<file path="src/rtl/nmr_bstrm_shifter.sv">
// Serialises one arbiter command per BST_START into BSTRM_OUT (pattern or constant/hold run), then pulses BST_DONE.
// First bit registered on the accepting edge; starts outside IDLE are dropped and flagged on BST_ERR.
module nmr_bstrm_shifter #(
    parameter int DATA_WIDTH = 120,
    parameter int CNT_WIDTH  = 32,
    parameter int LEN_WIDTH  = 7
) (
    input  logic                  CLK,
    input  logic                  RST,
    input  logic                  BST_START,
    input  logic [DATA_WIDTH-1:0] in_data_reg,
    input  logic                  in_seq_end,
    input  logic                  in_pattern_mode,
    input  logic                  in_all_1s_mode,
    input  logic                  in_all_0s_mode,
    output logic                  BST_DONE,
    output logic                  BSTRM_OUT,
    output logic                  BSTRM_BUSY,
    output logic                  SEQ_ENDED,
    output logic                  BST_ERR
);

    localparam int PW = DATA_WIDTH - LEN_WIDTH;

    typedef enum logic [1:0] {S_IDLE, S_RUN, S_DONE} state_t;

    state_t               r_state;
    logic [CNT_WIDTH-1:0] r_cnt;
    logic [PW-1:0]        r_pat;
    logic                 r_is_pat;
    logic                 r_seq_end;
    logic                 r_out;
    logic                 r_done;
    logic                 r_busy;
    logic                 r_seq_ended;
    logic                 r_err;

    logic [LEN_WIDTH-1:0] w_len_raw;
    logic [CNT_WIDTH-1:0] w_pat_len;
    logic [CNT_WIDTH-1:0] w_len;
    logic [PW-1:0]        w_pat;
    logic                 w_first_bit;

    always_comb begin
        w_len_raw = in_data_reg[LEN_WIDTH-1:0];
        w_pat     = in_data_reg[DATA_WIDTH-1:LEN_WIDTH];
        w_pat_len = (CNT_WIDTH'(w_len_raw) > CNT_WIDTH'(PW)) ? CNT_WIDTH'(PW) : CNT_WIDTH'(w_len_raw);
        w_len     = in_pattern_mode ? w_pat_len : in_data_reg[CNT_WIDTH-1:0];
        // Mode priority: pattern > all_1s > all_0s > hold current level.
        if (in_pattern_mode)
            w_first_bit = w_pat[0];
        else if (in_all_1s_mode)
            w_first_bit = 1'b1;
        else if (in_all_0s_mode)
            w_first_bit = 1'b0;
        else
            w_first_bit = r_out;
    end

    always_ff @(posedge CLK) begin
        if (!RST) begin
            r_state     <= S_IDLE;
            r_cnt       <= '0;
            r_pat       <= '0;
            r_is_pat    <= 1'b0;
            r_seq_end   <= 1'b0;
            r_out       <= 1'b0;
            r_done      <= 1'b0;
            r_busy      <= 1'b0;
            r_seq_ended <= 1'b0;
            r_err       <= 1'b0;
        end else begin
            r_done <= 1'b0;
            if (BST_START && (r_state != S_IDLE))
                r_err <= 1'b1;
            case (r_state)
                S_IDLE: begin
                    if (BST_START) begin
                        r_state     <= S_RUN;
                        r_seq_end   <= in_seq_end;
                        r_is_pat    <= in_pattern_mode;
                        r_pat       <= w_pat >> 1;
                        r_seq_ended <= 1'b0;
                        // Zero length spends one non-busy RUN cycle so DONE lands one edge after the start.
                        if (w_len == '0) begin
                            r_cnt  <= '0;
                            r_busy <= 1'b0;
                        end else begin
                            r_cnt  <= w_len - 1'b1;
                            r_busy <= 1'b1;
                            r_out  <= w_first_bit;
                        end
                    end
                end
                S_RUN: begin
                    if (r_cnt == '0) begin
                        r_state <= S_DONE;
                        r_busy  <= 1'b0;
                        r_done  <= 1'b1;
                        if (r_seq_end) begin
                            r_out       <= 1'b0;
                            r_seq_ended <= 1'b1;
                        end
                    end else begin
                        r_cnt <= r_cnt - 1'b1;
                        if (r_is_pat) begin
                            r_out <= r_pat[0];
                            r_pat <= r_pat >> 1;
                        end
                    end
                end
                S_DONE: begin
                    r_state <= S_IDLE;
                end
                default: begin
                    r_state <= S_IDLE;
                end
            endcase
        end
    end

    assign BST_DONE   = r_done;
    assign BSTRM_OUT  = r_out;
    assign BSTRM_BUSY = r_busy;
    assign SEQ_ENDED  = r_seq_ended;
    assign BST_ERR    = r_err;

endmodule

</file>
<file path="config.mk">
export PLATFORM = sky130hd
export DESIGN_NAME = nmr_bstrm_shifter
export DESIGN_NICKNAME = d
export VERILOG_FILES = /design/src/rtl/nmr_bstrm_shifter.sv
export SDC_FILE = /design/constraint.sdc
export NUM_CORES = 1
export LEC_CHECK = 0
export CAP_MARGIN = 5
export CORE_UTILIZATION = 55
export DETAILED_ROUTE_END_ITERATION = 8
export PLACE_DENSITY = 0.83
export SLEW_MARGIN = 40
export SYNTH_ARGS = -nofsm -noshare
export SYNTH_HDL_FRONTEND = slang
export SYNTH_SLANG_ARGS = --single-unit
</file>
<file path="constraint.sdc">
create_clock -name CLK -period 8.3 [get_ports CLK]
set_input_delay 0.83 -clock CLK [delete_from_list [all_inputs] [get_ports CLK]]
set_output_delay 0.83 -clock CLK [all_outputs]
set_load 0.005 [all_outputs]
</file>
### Word-level counts from Yosys, hierarchy flattened

Cells that the tools add are included.

| cells by class | value |
|---|---|
| equal/unequal tests | 10 |
| mux-type cells | 31 |
| reductions and logical operators | 14 |
| magnitude comparators | 1 |
| $add $sub $neg | 2 |

Operator list:

| operator | number |
|---|---|
| $mux W113 | 3 |
| $pmux W113 S2 | 1 |
| $mux W32 | 4 |
| $logic_not A32 Y1 | 2 |
| $pmux W32 S2 | 1 |
| $sub A32 B1 Y32 const B | 2 |
| $mux W1 | 15 |
| $ne A2 B2 Y1 const B | 6 |
| $reduce_and A4 Y1 | 2 |
| $gt A7 B7 Y1 const B | 1 |
| $mux W7 | 1 |
| $ne A3 B3 Y1 const B | 2 |
| $pmux W1 S2 | 3 |
| $reduce_and A2 Y1 | 3 |
| $reduce_and A3 Y1 | 2 |
| $reduce_and A6 Y1 | 1 |
| $mux W2 | 2 |
| $ne A4 B4 Y1 const B | 1 |
| $pmux W2 S2 | 1 |
| $reduce_bool A2 Y1 | 2 |
| $eq A2 B1 Y1 const B | 1 |
| $logic_not A2 Y1 | 1 |
| $logic_and A1 B1 Y1 | 1 |

| storage, ports and cells | value |
|---|---|
| input port bits | 127 |
| flip-flop bits (word level) | 154 |
| output and inout port bits | 5 |

### Longest topological paths before layout

| logic depth | value |
|---|---|
| depth in word-level cells | 7 |
| depth in mapped cells | 12 |
| depth with buffers taken out | 10 |

### Least setup slack after synthesis

No wires, ideal clock.

| timing | value |
|---|---|
| path kind | input port to flip-flop |
| from | input in_pattern_mode |
| to | register r_cnt[12] |
| slack | 4,954 ps |
| required time | 8,178 ps |
| arrival time | 3,224 ps |
| cell stages on the path | 10 |
| library setup time | 122 ps |
| cell sequence | clkbuf_1 > nand4_1 > nand2_1 > ha_1 > or4b_1 > or3_1 > or3_1 > a31oi_1 > nor2_1 > a311o_1 |

| between the ends | value |
|---|---|
| cells in the longest elaborated chain, start to end | 5 |
| elaborated cells between the ends (all ways) | 6 |

Ends and longest elaborated chain:

| item | line | text |
|---|---|---|
| start: declaration | 13 | `input logic in_pattern_mode,` |
| $mux W32 * | 48 | `w_len = in_pattern_mode ? w_pat_len : in_data_reg[CNT_WIDTH-1:0];` |
| $sub A32 B1 Y32 or $logic_not A32 Y1 (tied branches) | 89, 85 |  |
| $mux W32 * | 85 | `if (w_len == '0) begin` |
| $mux W32 * | 78 | `if (BST_START) begin` |
| $pmux W32 S2 * | 76 | `case (r_state)` |
| end signal: assignment | 89 | `r_cnt <= w_len - 1'b1;` |
| end signal: assignment | 105 | `r_cnt <= r_cnt - 1'b1;` |
| end: declaration | 28 | `logic [CNT_WIDTH-1:0] r_cnt;` |

Every way passes the cells marked *; elsewhere a longest branch is shown, timed or not. The select of a mux whose other input is x is not followed.
A chain may end at the register's enable or synchronous reset.

### Worst setup path in the final report

| timing | value |
|---|---|
| from | input in_pattern_mode |
| to | register r_cnt[8] |

Same word-level chain as after synthesis.

==> impl_metrics.json <==
{
  "status": "completed",
  "dieArea_sq_mm": 0.0153,
  "final_cells": 1356,
  "grt_use_total_pct": 30.0,
  "relSlewSlack_pct": 43.8,
  "synth_top_cell_by_area": "dfxtp_1",
  "fillCellCount": 1234,
  "tightestPinTransition_ps": 841,
  "antenna_cells": 0,
  "post-route-period-util_pct": 53.6,
  "maxSlewViolCount": 0,
  "synth_cells": 1091,
  "grt_max_degree": 125,
  "row_count": 44,
  "fmax_mhz": 225,
  "post_cts_buffers": 0,
  "dr.pass1.iters": 5,
  "rsz0062_at_grt": "no",
  "drt_iter0_markers": 1187,
  "synthesis.nets": 1220,
  "wl_per_cell_um": 16.6,
  "syn2layout_area_growth_pct": 23.7,
  "synthDistinctLibCells": 70,
  "fin_area_sq_mm": 0.0101,
  "syn_avg_cell_area_sq_um": 7.45,
  "viasPerCell": 6.17,
  "hold_buffers": 0,
  "cts_sinks": 153,
  "endpoint_kind": "flip-flop",
  "core_area_sq_mm": 0.0145,
  "nNetsFinal": 1290,
  "clock-skew-final_ps": 7.63,
  "initial_core_util_pct": 56.1,
  "h-tree-depth": 4,
  "seq_area_sq_mm": 0.00306,
  "total_leakage_power_uw": 0.00357,
  "pwr-share-clk_pct": 35.0,
  "portBuffers": 131,
  "drive_gt1_share_pct": 5.46,
  "largest-register": "r_pat",
  "crit_fanout": 28,
  "reg_top3": "r_pat (112), r_cnt (32), r_state (2)",
  "mostFrequentLayoutCell": "nand2_1",
  "cts-root-buf": "clkbuf_16",
  "antenna_found_initial": 0,
  "synth-seq-cells": 153,
  "intPower_uw": 1560,
  "finalHoldViolations": 0,
  "grt_pass1_wl_um": 36100,
  "layout_common_cells": "nand2_1 (272), nor2_1 (159), dfxtp_1 (153)",
  "die_y_um": 124,
  "dpl_cell_area_sq_mm": 0.00942,
  "synth_top_area_share_pct": 37.7,
  "powerDensity_mw_per_mm2": 228,
  "synth-edff-count": 0,
  "clk_latency_ps": 430,
  "cts_resized": 0,
  "fin_crit_ps": 4450,
  "power.switching_uw": 734,
  "ys_seq_area_share_pct": 37.7,
  "seqPwrFrac_pct": 39.2,
  "crit_start": "in_pattern_mode",
  "gp_congestion": 0.889,
  "synth_area_leaders": "dfxtp_1 (38%), nand2_1 (13%), a311oi_1 (12%), nor2_1 (7.3%), clkbuf_1 (3.2%)",
  "die_w_um": 124,
  "synth_ff_type": "dfxtp_1",
  "finalSetupTns_ps": 0,
  "clock_path_buffers": 2,
  "maxCapViolCount": 0,
  "clkTransAtPathRegs_ps": 60,
  "cts_tree": "built",
  "peakVddDrop_v": 0.000166,
  "largest_reg_flops": 112,
  "worstSetupPathType": "in -> reg",
  "yosysWarnings": 0,
  "hpwl_um": 14400,
  "drc": 0,
  "setup_viol": 0,
  "hold_start": "BST_ERR",
  "ant_nets": 0,
  "critical_path_required_ps": 8620,
  "grt_pass1_vias": 7373,
  "ios": 132,
  "min_path_type": "reg -> reg",
  "p_sw_share_pct": 32.0,
  "wl_um": 22500,
  "async_reset_ff_share_pct": 0,
  "cts_made_buffers": 17,
  "combPwrFrac_pct": 25.8,
  "dp.cells": 1325,
  "multiInputGateArea_sq_mm": 0.00468,
  "cp.arrival_ps": 4770,
  "vias": 8364,
  "synth.cell_area_sq_mm": 0.00813,
  "postLayoutCoreUtil_pct": 69.4,
  "grt-ovfl-total": 0,
  "worstReg2RegStart": "r_cnt[0]",
  "crit_path_start_kind": "input pin"
}
==> worst max-delay path, cell delays in order <==
cell             delay, ps
clkdlybuf4s50_1        450
buf_4                  300
nand4_1                240
nand2_1                140
ha_1                   220
or4b_1                 510
nor3_2                 590
o21ai_1                350
o21ai_1                680
o22ai_1                200
a32o_1                 240
==> routing by layer <==
layer  track usage (%)  part of all wire (%)  up-vias
met5                 0                     0        -
met3              7.52                   8.9       56
li1                  -                     -     4124
met1              42.1                    45     3793
met4              11.9                   2.3        0
met2              43.8                    44      391
==> per-stage QoR <==
stage	worst slack (ps)	hold WS, ps	power, uW
finish	3850	452	2290
global route	3540	475	2410
CTS	3950	457	2290
detailed placement	3520	441	1490
global placement	3630	440	1470
floorplan	4950	437	1310
==> logic make-up (layout without fill, tap and decap cells) <==
group	count (synthesis)	in the layout	synth area share, %
AND/OR/NAND/NOR	556	556	30.4
AO/OA/AOI/OAI	269	269	25.3
flip-flops	153	153	37.7
buffers and inverters	99	180	4.97
XOR/XNOR	7	7	0.754
multiplexers	5	5	0.616
adder cells (fa/ha/maj)	2	2	0.308
==> cells in the mapped netlist (4+ instances only) <==
library cell	instances
a211oi_1	4
a21oi_1	27
a311oi_1	114
a31oi_1	11
a32o_1	8
and3_1	8
buf_2	17
clkbuf_1	70
dfxtp_1	153
inv_1	9
mux2i_1	5
nand2_1	272
nand2b_1	4
nand3_1	17
nand4_1	8
nor2_1	159
nor3_1	23
nor4_1	11
nor4_2	5
o211ai_1	8
o21a_1	5
o21ai_0	34
o21ai_1	7
o22ai_1	5
o31a_1	5
o31ai_1	4
or2_2	4
or3_1	13
or4_1	9
xnor2_1	4
==> cell type report <==
class,instances,share of cell area (%)
well taps,184,2.29
clock buffers,20,4.64
repair buffers,141,14.2
flip-flops and latches,153,30.5
multi-input cells,839,46.6
clock inverters,10,1.42
inverters,9,0.361
==> path summary, 6_finish.rpt <==
path,endpoint,slack (ps),depth (start not counted)
max,r_cnt[8],3850,11
min,BST_ERR,450,2
max reg2reg,r_pat[19],4920,10
min reg2reg,BST_ERR,450,2
==> power groups by stage <==
| stage | logic [uW] | clock network [uW] | registers, uW |
|---|---|---|---|
| after floorplan | 416 | 0 | 892 |
| after global placement | 563 | 0 | 907 |
| after detailed placement | 576 | 0 | 909 |
| after CTS | 582 | 810 | 896 |
| after global routing | 653 | 845 | 910 |
| final | 591 | 803 | 898 |
Note: power is estimated with default switching activity, not from simulation.
